## config.mk

```make
export PLATFORM = sky130hd
export DESIGN_NAME = aexm_dcache_arbiter
export DESIGN_NICKNAME = d
export VERILOG_FILES = /design/src/rtl/aexm_pkg.sv /design/src/rtl/aexm_rr_pick.sv /design/src/rtl/aexm_dcache_arbiter.sv
export SDC_FILE = /design/constraint.sdc
export NUM_CORES = 1
export LEC_CHECK = 0
export ABC_CLOCK_PERIOD_IN_PS = 2100
export CAP_MARGIN = 20
export CORE_AREA = 2 2 155 157
export CTS_BUF_LIST = sky130_fd_sc_hd__clkbuf_4 sky130_fd_sc_hd__clkbuf_8 sky130_fd_sc_hd__clkbuf_16
export CTS_CLUSTER_SIZE = 24
export DETAILED_ROUTE_END_ITERATION = 10
export DIE_AREA = 0 0 157 159
export GPL_ROUTABILITY_DRIVEN = 0
export PLACE_DENSITY = 0.38
export SLEW_MARGIN = 25
export SYNTH_ARGS = -nofsm -noshare
export SYNTH_HDL_FRONTEND = slang
export SYNTH_SLANG_ARGS = --single-unit
export TNS_END_PERCENT = 1
```

## constraint.sdc

```tcl
create_clock -name sys_clk_i -period 2.1 [get_ports sys_clk_i]
set_clock_uncertainty 0.05 [all_clocks]
set_input_delay 0.42 -clock sys_clk_i [delete_from_list [all_inputs] [get_ports sys_clk_i]]
set_output_delay 0.42 -clock sys_clk_i [all_outputs]
set_load 0.02 [all_outputs]
```

## src/rtl/aexm_pkg.sv

```systemverilog
// Shared definitions for the aeMB data-cache arbiter.
// Holds the mode constants, the state encoding and a width helper.
package aexm_pkg;

  localparam int ARB_RR    = 0;
  localparam int ARB_FIXED = 1;

  typedef enum logic {
    IDLE  = 1'b0,
    CYCLE = 1'b1
  } arb_state_t;

  function automatic int clog2(input int n);
    int w;
    w = 1;
    while ((1 << w) < n) w++;
    return w;
  endfunction

endpackage

```

## src/rtl/aexm_rr_pick.sv

```systemverilog
// Combinational request picker for the dcache arbiter.
// Scans from start (round-robin) or from zero (fixed priority).
module aexm_rr_pick
  import aexm_pkg::*;
#(
  parameter int NCORE    = 2,
  parameter int ARB_MODE = ARB_RR,
  localparam int IW      = clog2(NCORE)
) (
  input  logic [NCORE-1:0] req,
  input  logic [IW-1:0]    start,
  output logic             grant_valid,
  output logic [IW-1:0]    grant_idx
);

  logic [IW-1:0] base;
  logic [IW:0]   pos;
  logic [IW-1:0] idx;

  always_comb begin
    grant_valid = 1'b0;
    grant_idx   = '0;
    pos         = '0;
    idx         = '0;
    base        = (ARB_MODE == ARB_FIXED) ? '0 : start;
    for (int k = 0; k < NCORE; k++) begin
      pos = {1'b0, base} + (IW+1)'(k);
      if (pos >= (IW+1)'(NCORE))
        pos = pos - (IW+1)'(NCORE);
      idx = pos[IW-1:0];
      if (!grant_valid && req[idx]) begin
        grant_valid = 1'b1;
        grant_idx   = idx;
      end
    end
  end

endmodule

```

## src/rtl/aexm_dcache_arbiter.sv

```systemverilog
// Shares one dcache port among NCORE aeMB cores using the
// precycle/cycle/busy_n protocol with registered ownership.
module aexm_dcache_arbiter
  import aexm_pkg::*;
#(
  parameter int NCORE    = 2,
  parameter int AW       = 32,
  parameter int DW       = 32,
  parameter int ARB_MODE = ARB_RR
) (
  input  logic                sys_clk_i,
  input  logic                sys_rst_i,
  input  logic [NCORE-1:0]    core_precycle_enable,
  input  logic [NCORE*AW-1:0] core_precycle_addr,
  input  logic [NCORE*AW-1:0] core_cycle_addr,
  input  logic [NCORE-1:0]    core_cycle_we,
  input  logic [NCORE*DW-1:0] core_datao,
  output logic [NCORE*DW-1:0] core_datai,
  output logic [NCORE-1:0]    core_busy_n,
  output logic                cache_precycle_enable,
  output logic [AW-1:0]       cache_precycle_addr,
  output logic [AW-1:0]       cache_cycle_addr,
  output logic                cache_cycle_we,
  output logic [DW-1:0]       cache_datao,
  input  logic [DW-1:0]       cache_datai,
  input  logic                cache_busy_n
);

  localparam int IW = clog2(NCORE);

  arb_state_t    state_q;
  logic [IW-1:0] owner_q;
  logic [IW-1:0] rr_q;
  logic [IW-1:0] rr_next;
  logic [IW-1:0] grant_idx;
  logic          grant_valid;
  logic          grant;

  logic [NCORE-1:0]       is_win;
  logic [NCORE-1:0]       is_own;
  logic [NCORE:0][AW-1:0] pre_or;
  logic [NCORE:0][AW-1:0] cyc_or;
  logic [NCORE:0][DW-1:0] dat_or;

  aexm_rr_pick #(
    .NCORE    (NCORE),
    .ARB_MODE (ARB_MODE)
  ) u_pick (
    .req         (core_precycle_enable),
    .start       (rr_q),
    .grant_valid (grant_valid),
    .grant_idx   (grant_idx)
  );

  // Back-to-back grants are allowed on the last cycle of a transfer.
  assign grant = !sys_rst_i && grant_valid &&
                 (state_q == IDLE || cache_busy_n);

  always_comb begin
    if (int'(grant_idx) == NCORE - 1)
      rr_next = '0;
    else
      rr_next = grant_idx + IW'(1);
  end

  assign pre_or[0] = '0;
  assign cyc_or[0] = '0;
  assign dat_or[0] = '0;

  for (genvar g = 0; g < NCORE; g++) begin : g_lane
    localparam logic [IW-1:0] ID = IW'(g);

    assign is_win[g] = grant && (grant_idx == ID);
    assign is_own[g] = !sys_rst_i && state_q == CYCLE &&
                       owner_q == ID;

    assign pre_or[g+1] = pre_or[g] |
      ({AW{is_win[g]}} & core_precycle_addr[g*AW +: AW]);
    assign cyc_or[g+1] = cyc_or[g] |
      ({AW{is_own[g]}} & core_cycle_addr[g*AW +: AW]);
    assign dat_or[g+1] = dat_or[g] |
      ({DW{is_own[g]}} & core_datao[g*DW +: DW]);

    assign core_busy_n[g] = sys_rst_i |
      !((is_own[g] && !cache_busy_n) ||
        (core_precycle_enable[g] && !is_win[g]));

    assign core_datai[g*DW +: DW] = cache_datai;
  end

  assign cache_precycle_enable = grant;
  assign cache_precycle_addr   = pre_or[NCORE];
  assign cache_cycle_addr      = cyc_or[NCORE];
  assign cache_datao           = dat_or[NCORE];
  assign cache_cycle_we        = |(is_own & core_cycle_we);

  always_ff @(posedge sys_clk_i) begin
    if (sys_rst_i) begin
      state_q <= IDLE;
      owner_q <= '0;
      rr_q    <= '0;
    end else if (grant) begin
      state_q <= CYCLE;
      owner_q <= grant_idx;
      if (ARB_MODE == ARB_RR)
        rr_q <= rr_next;
    end else if (state_q == CYCLE && cache_busy_n) begin
      state_q <= IDLE;
    end
  end

endmodule

```

After elaboration in Yosys (flattened, before gate mapping)
Index checks and enable logic that the tools add are counted.

Register bits: 3. Word-level logic and storage cells: 64. Output and inout bits: 164. Input bits: 231.

Reduce and logical (&&, ||, !) cells: 25. Add/subtract/negate cells: 4. Muxes and demuxes: 13. Bitwise operators: 15. Magnitude comparators: 4.

Operators by type and width (number): $and A32 B32 Y32 (6); $or A32 B32 Y32 (3); $logic_and A1 B1 Y1 (13); $mux W1 (13); $logic_not A1 Y1 (7); $lt A1 B2 Y1 const B (2); $logic_or A1 B1 Y1 (3); $not A1 Y1 (3); $add A1 B1 Y2 const B (1); $and A2 B2 Y2 (1); $ge A1 B2 Y1 const B (1); $ge A2 B2 Y1 const B (1); $or A1 B1 Y1 (2); $reduce_bool A2 Y1 (1); $reduce_or A2 Y1 (1); $sub A1 B1 Y1 const B (2); $add A1 B1 Y1 const B (1).

Logic depth before layout (Yosys ltp)
Word-level depth: 16. Depth in mapped cells: 5. Depth with buffers taken out: 3.

By module
Synthesis repeated with hierarchy kept, for this count alone.

Cell total of the unflattened synthesis: 243. Area, all modules: 2092.0 um^2.

Modules (own cells, without submodules): aexm_dcache_arbiter (times used 1, area each 2074.5 um^2, cells each 240, sequential area each 60.1 um^2); aexm_rr_pick (times used 1, area each 17.5 um^2, cells each 3, sequential area each 0.0 um^2).

Least setup slack after synthesis
OpenSTA, ideal clock, no wires.

Path type: input to output. Start: in sys_rst_i. End: out cache_precycle_addr[10]. Slack: 0.112 ns. Stages: 4. Path buffers: 2. Arrival time: 1.518 ns. Cell sequence: buf_2 > a2111oi_4 > buf_2 > a22o_1.

Word-level cells in the longest chain between the ends: 6. Elaborated cells between the ends (all ways): 8. Classes of those cells: bitwise: 3; reduce/logical: 5.

Ends and longest elaborated chain: start: declaration (RTL line aexm_dcache_arbiter.sv:12) `input logic sys_rst_i,`; $logic_not A1 Y1 (*) (RTL line aexm_dcache_arbiter.sv:56) `assign grant = !sys_rst_i && grant_valid &&`; $logic_and A1 B1 Y1 (*) (2 in a row) (RTL line aexm_dcache_arbiter.sv:56); $logic_and A1 B1 Y1 (RTL line aexm_dcache_arbiter.sv:73) `assign is_win[g] = grant && (grant_idx == ID);`; $and A32 B32 Y32 (RTL line aexm_dcache_arbiter.sv:78) `({AW{is_win[g]}} & core_precycle_addr[g*AW +: AW]);`; $or A32 B32 Y32 (*) (RTL line aexm_dcache_arbiter.sv:77) `assign pre_or[g+1] = pre_or[g] |`; end: declaration (RTL line aexm_dcache_arbiter.sv:21) `output logic [AW-1:0] cache_precycle_addr,`.

Mark *: on every way between the ends. The rest lies on a longest branch, timed or not.

Final worst setup path
Start: in sys_rst_i. End: out cache_precycle_addr[0].

The elaborated chain is that of the path after synthesis.

==> results.txt <==
The flow ran to the end, but the final reports show violations. The checks that failed: negative setup slack. After global routing the overflow that remains totals 0. The total area inside the core boundary comes to 23,200 µm². From bottom edge to top edge, the die measures 159 µm. The number of max-cap violations came out at 0.

With fillers left out, the area of the finished cells amounts to 4750 µm². The number of hold buffers added after CTS was 0. The initialized floorplan defines 56 standard-cell rows. In this run the register-to-register setup slack is 0.79 ns.

The run gives 4700 µm² as the instance area at placement. Counting every sink on the clock net gives 3. The number of hold violations in the final report was 0. The count of vias placed by the detailed router was 2,627. Launching element type of the critical path: a primary input.

The initial utilization of the core area, before any placement, comes to 7.34%. The power per unit of standard cell area was 289 nW/µm²; the die area was 25,000 µm². The clock insertion delay at the later pin of the skew report was 0.22 ns; the count of input and output buffers was 298. Leaving out fill and tap cells, the most frequent cell in the layout is sky130_fd_sc_hd__clkdlybuf4s50_1.

Setup violations remaining at the end of the flow were counted as 7. The first-pass GRT wire length is 16.5 mm, and the worst ir drop on vdd is 0.000151 V. Global routing consumed, over all layers together, 8.58% of the routing resources. The share of the clock period used by the worst path was 101%; the mean cell area of the mapped netlist was 8.30 µm². The tools report the hold path startpoint as owner_q. TritonCTS built the clock tree. The share of synthesized area occupied by flip-flops and latches is 3.53%, and the stage delay of the slowest cell on the critical path is 0.35 ns. The fraction of final layout cells sized beyond drive strength 1 was 38.8%. For the pin with the worst max-slew slack, the measured transition is 0.293 ns. The tools report the initial DRC count as 52.

The number of synthesized register bits is 3. The width of the die came out at 157 µm. The total inserted antenna cells came out at 0.

Headroom to the max-slew limit: 80.4%. The static leakage power is 2.02 nW. The number of standard cells after synthesis is 205.

The worst register-to-register path begins at state_q. The average wire length per cell after detail routing was 15.6 µm; the count of boundary I/O pins was 395. The critical path starts at sys_rst_i. Yosys mapped the design onto 19 distinct sky130hd cell types.

Static timing analysis puts the maximum clock frequency at 472 MHz. The net count of the finished layout is 683. OpenSTA, run right after detailed placement, puts the worst setup slack at -0.958 ns. Setup repair after global routing could not meet its margin everywhere. Hold is met by 0.453 ns.

The detail-routed via count per cell is 3.41, and the number of buffers on the longest clock path is 2. The number of clock buffers added by TritonCTS is 3. By startpoint and endpoint, the worst setup path is classified as primary input to output pin. Together, buffers and inverters on the worst path number 5. The number of placed instances with taps included is 756.

The total half-perimeter wirelength after legalization and detailed placement was 9.99 mm. The final critical-path required period works out to 2.12 ns. After clock tree synthesis, the clock-pin slew on the worst setup and hold paths is 0.03 ns. Once detail routing completed, the nets flagged for antenna violations numbered 0. Data on the critical path is required at its endpoint by 1.63 ns. The kind of cell with the highest combined delay along the critical path is buffers and inverters.

For the number of antenna violations at the first check in global routing, the log shows 0. In this run the clock root is driven by a sky130_fd_sc_hd__clkbuf_16. The worst setup path is captured at an output pin. When the netlist entered floorplanning its net count stood at 436. The worst hold-check path type is flip-flop to flip-flop. The via count of the first global-routing pass came out at 2,920. After detailed routing, the number of remaining DRC violations is 0.

The first-pass iteration count of the detailed router is 4. The total detailed-routing wirelength was 12.0 mm. Among all stages on the critical path, the largest delay is contributed by sky130_fd_sc_hd__a2111oi_4. Of all nets on the critical path, the largest fanout is 24.

In the layout the commonest cells are sky130_fd_sc_hd__clkdlybuf4s50_1 (194), sky130_fd_sc_hd__a22o_1 (68), sky130_fd_sc_hd__buf_4 (48). The H-tree depth reported by CTS is 1, and the total of warnings raised by yosys is 0. The synthesized netlist occupies a cell area of 1700 µm². The final worst setup slack is -0.0164 ns.

At the worst endpoint, the arrival time is 1.65 ns. From synthesis to final layout, the design area changed by 179%. The final cell count without fillers came out at 770.

The signal on the critical path passes through buf_6 > buf_6 > a2111oi_4 > buf_4 > buf_12 > a22o_2 > buf_4. Entering global routing, the biggest net connects 30 pins. The tools report the number of pins with negative max-slew slack in the final report as 0.
==> per-layer routing <==
layer,wire length [µm],share of wire (%),GRT usage (%),up-vias
li1,-,-,-,1232
met1,4030,33,7.81,1168
met2,6500,54,17.8,212
met3,1400,12,3.05,15
met4,116,0.96,1.46,0
met5,0,0,0,-
==> final timing paths <==
check | to | depth (start not counted)
setup / recovery | cache_precycle_addr[0] | 7
hold / removal | owner_q | 2
setup reg to reg | owner_q | 5
hold reg to reg | owner_q | 2
==> per-stage QoR <==
stage          utilization, %  TNS [ns]  power [W]
3_3_place_gp             20.2    -79.86    0.00107
4_1_cts                  20.0    -10.89    0.00136
5_1_grt                  20.5     -2.69    0.00144
3_5_place_dp             20.2    -79.71    0.00107
6_report                 20.5   -0.0440    0.00137
2_1_floorplan               -         0   0.000575
==> cells in the mapped netlist <==
library cell	count	share of area, %
sky130_fd_sc_hd__nor2_1	2	0.44
sky130_fd_sc_hd__inv_1	6	1.3
sky130_fd_sc_hd__a22o_1	72	37
sky130_fd_sc_hd__a22o_2	25	15
sky130_fd_sc_hd__a2111oi_4	2	3.2
sky130_fd_sc_hd__or3_1	1	0.37
sky130_fd_sc_hd__clkbuf_1	4	0.88
sky130_fd_sc_hd__nor2b_2	1	0.51
sky130_fd_sc_hd__and3b_1	1	0.51
sky130_fd_sc_hd__o32a_2	1	0.66
sky130_fd_sc_hd__nor3b_1	1	0.44
sky130_fd_sc_hd__o32a_1	1	0.59
sky130_fd_sc_hd__inv_2	1	0.22
sky130_fd_sc_hd__buf_6	3	2.0
sky130_fd_sc_hd__nor3_1	1	0.29
sky130_fd_sc_hd__a211oi_1	2	0.88
sky130_fd_sc_hd__buf_4	64	28
sky130_fd_sc_hd__buf_2	14	4.1
sky130_fd_sc_hd__dfxtp_1	3	3.5
==> worst min-delay path: cells and delay by family (launching register included) <==
kind,cells,cell delay (ns)
AO/OA/AOI/OAI,1,0.06
buffers and inverters,1,0.07
flip-flops,1,0.33
==> cell type report <==
type	instances	area [µm²]
Clock buffer	4	82.6
Multi-Input combinational cell	110	1070
Sequential cell	3	61.3
Fill cell	2579	18400
Inverter	7	26.3
Timing Repair Buffer	327	3110
Tap cell	319	399
==> registers in the layout, indices dropped and copies added (netlist names) <==
name and flops:
rr_q 1, owner_q 1, state_q 1
==> cells by family after synthesis <==
kind of cell / count (synthesis) / share of synthesized area [%]
AOI/OAI and AO/OA: 103 / 57.1
buffers and inverters: 92 / 36.8
DFF: 3 / 3.53
and+or+nand+nor: 7 / 2.57
==> power breakdown <==
| group | internal, W | switching [W] |
|---|---|---|
| logic | 0.000607 | 0.000383 |
| clock network | 0.000263 | 0.0000510 |
| registers | 0.0000624 | 0.00000447 |
| total | 0.000932 | 0.000439 |
==> timing repair <==
| item | in CTS | in global routing |
|---|---|---|
| pin swaps | 6 | 9 |
| buffers inserted | 5 | 3 |
| gates cloned | 2 | 0 |
| resized for setup | 434 | 40 |
| setup endpoints to repair | 100 | 80 |
Power figures use the tool's default switching activity.
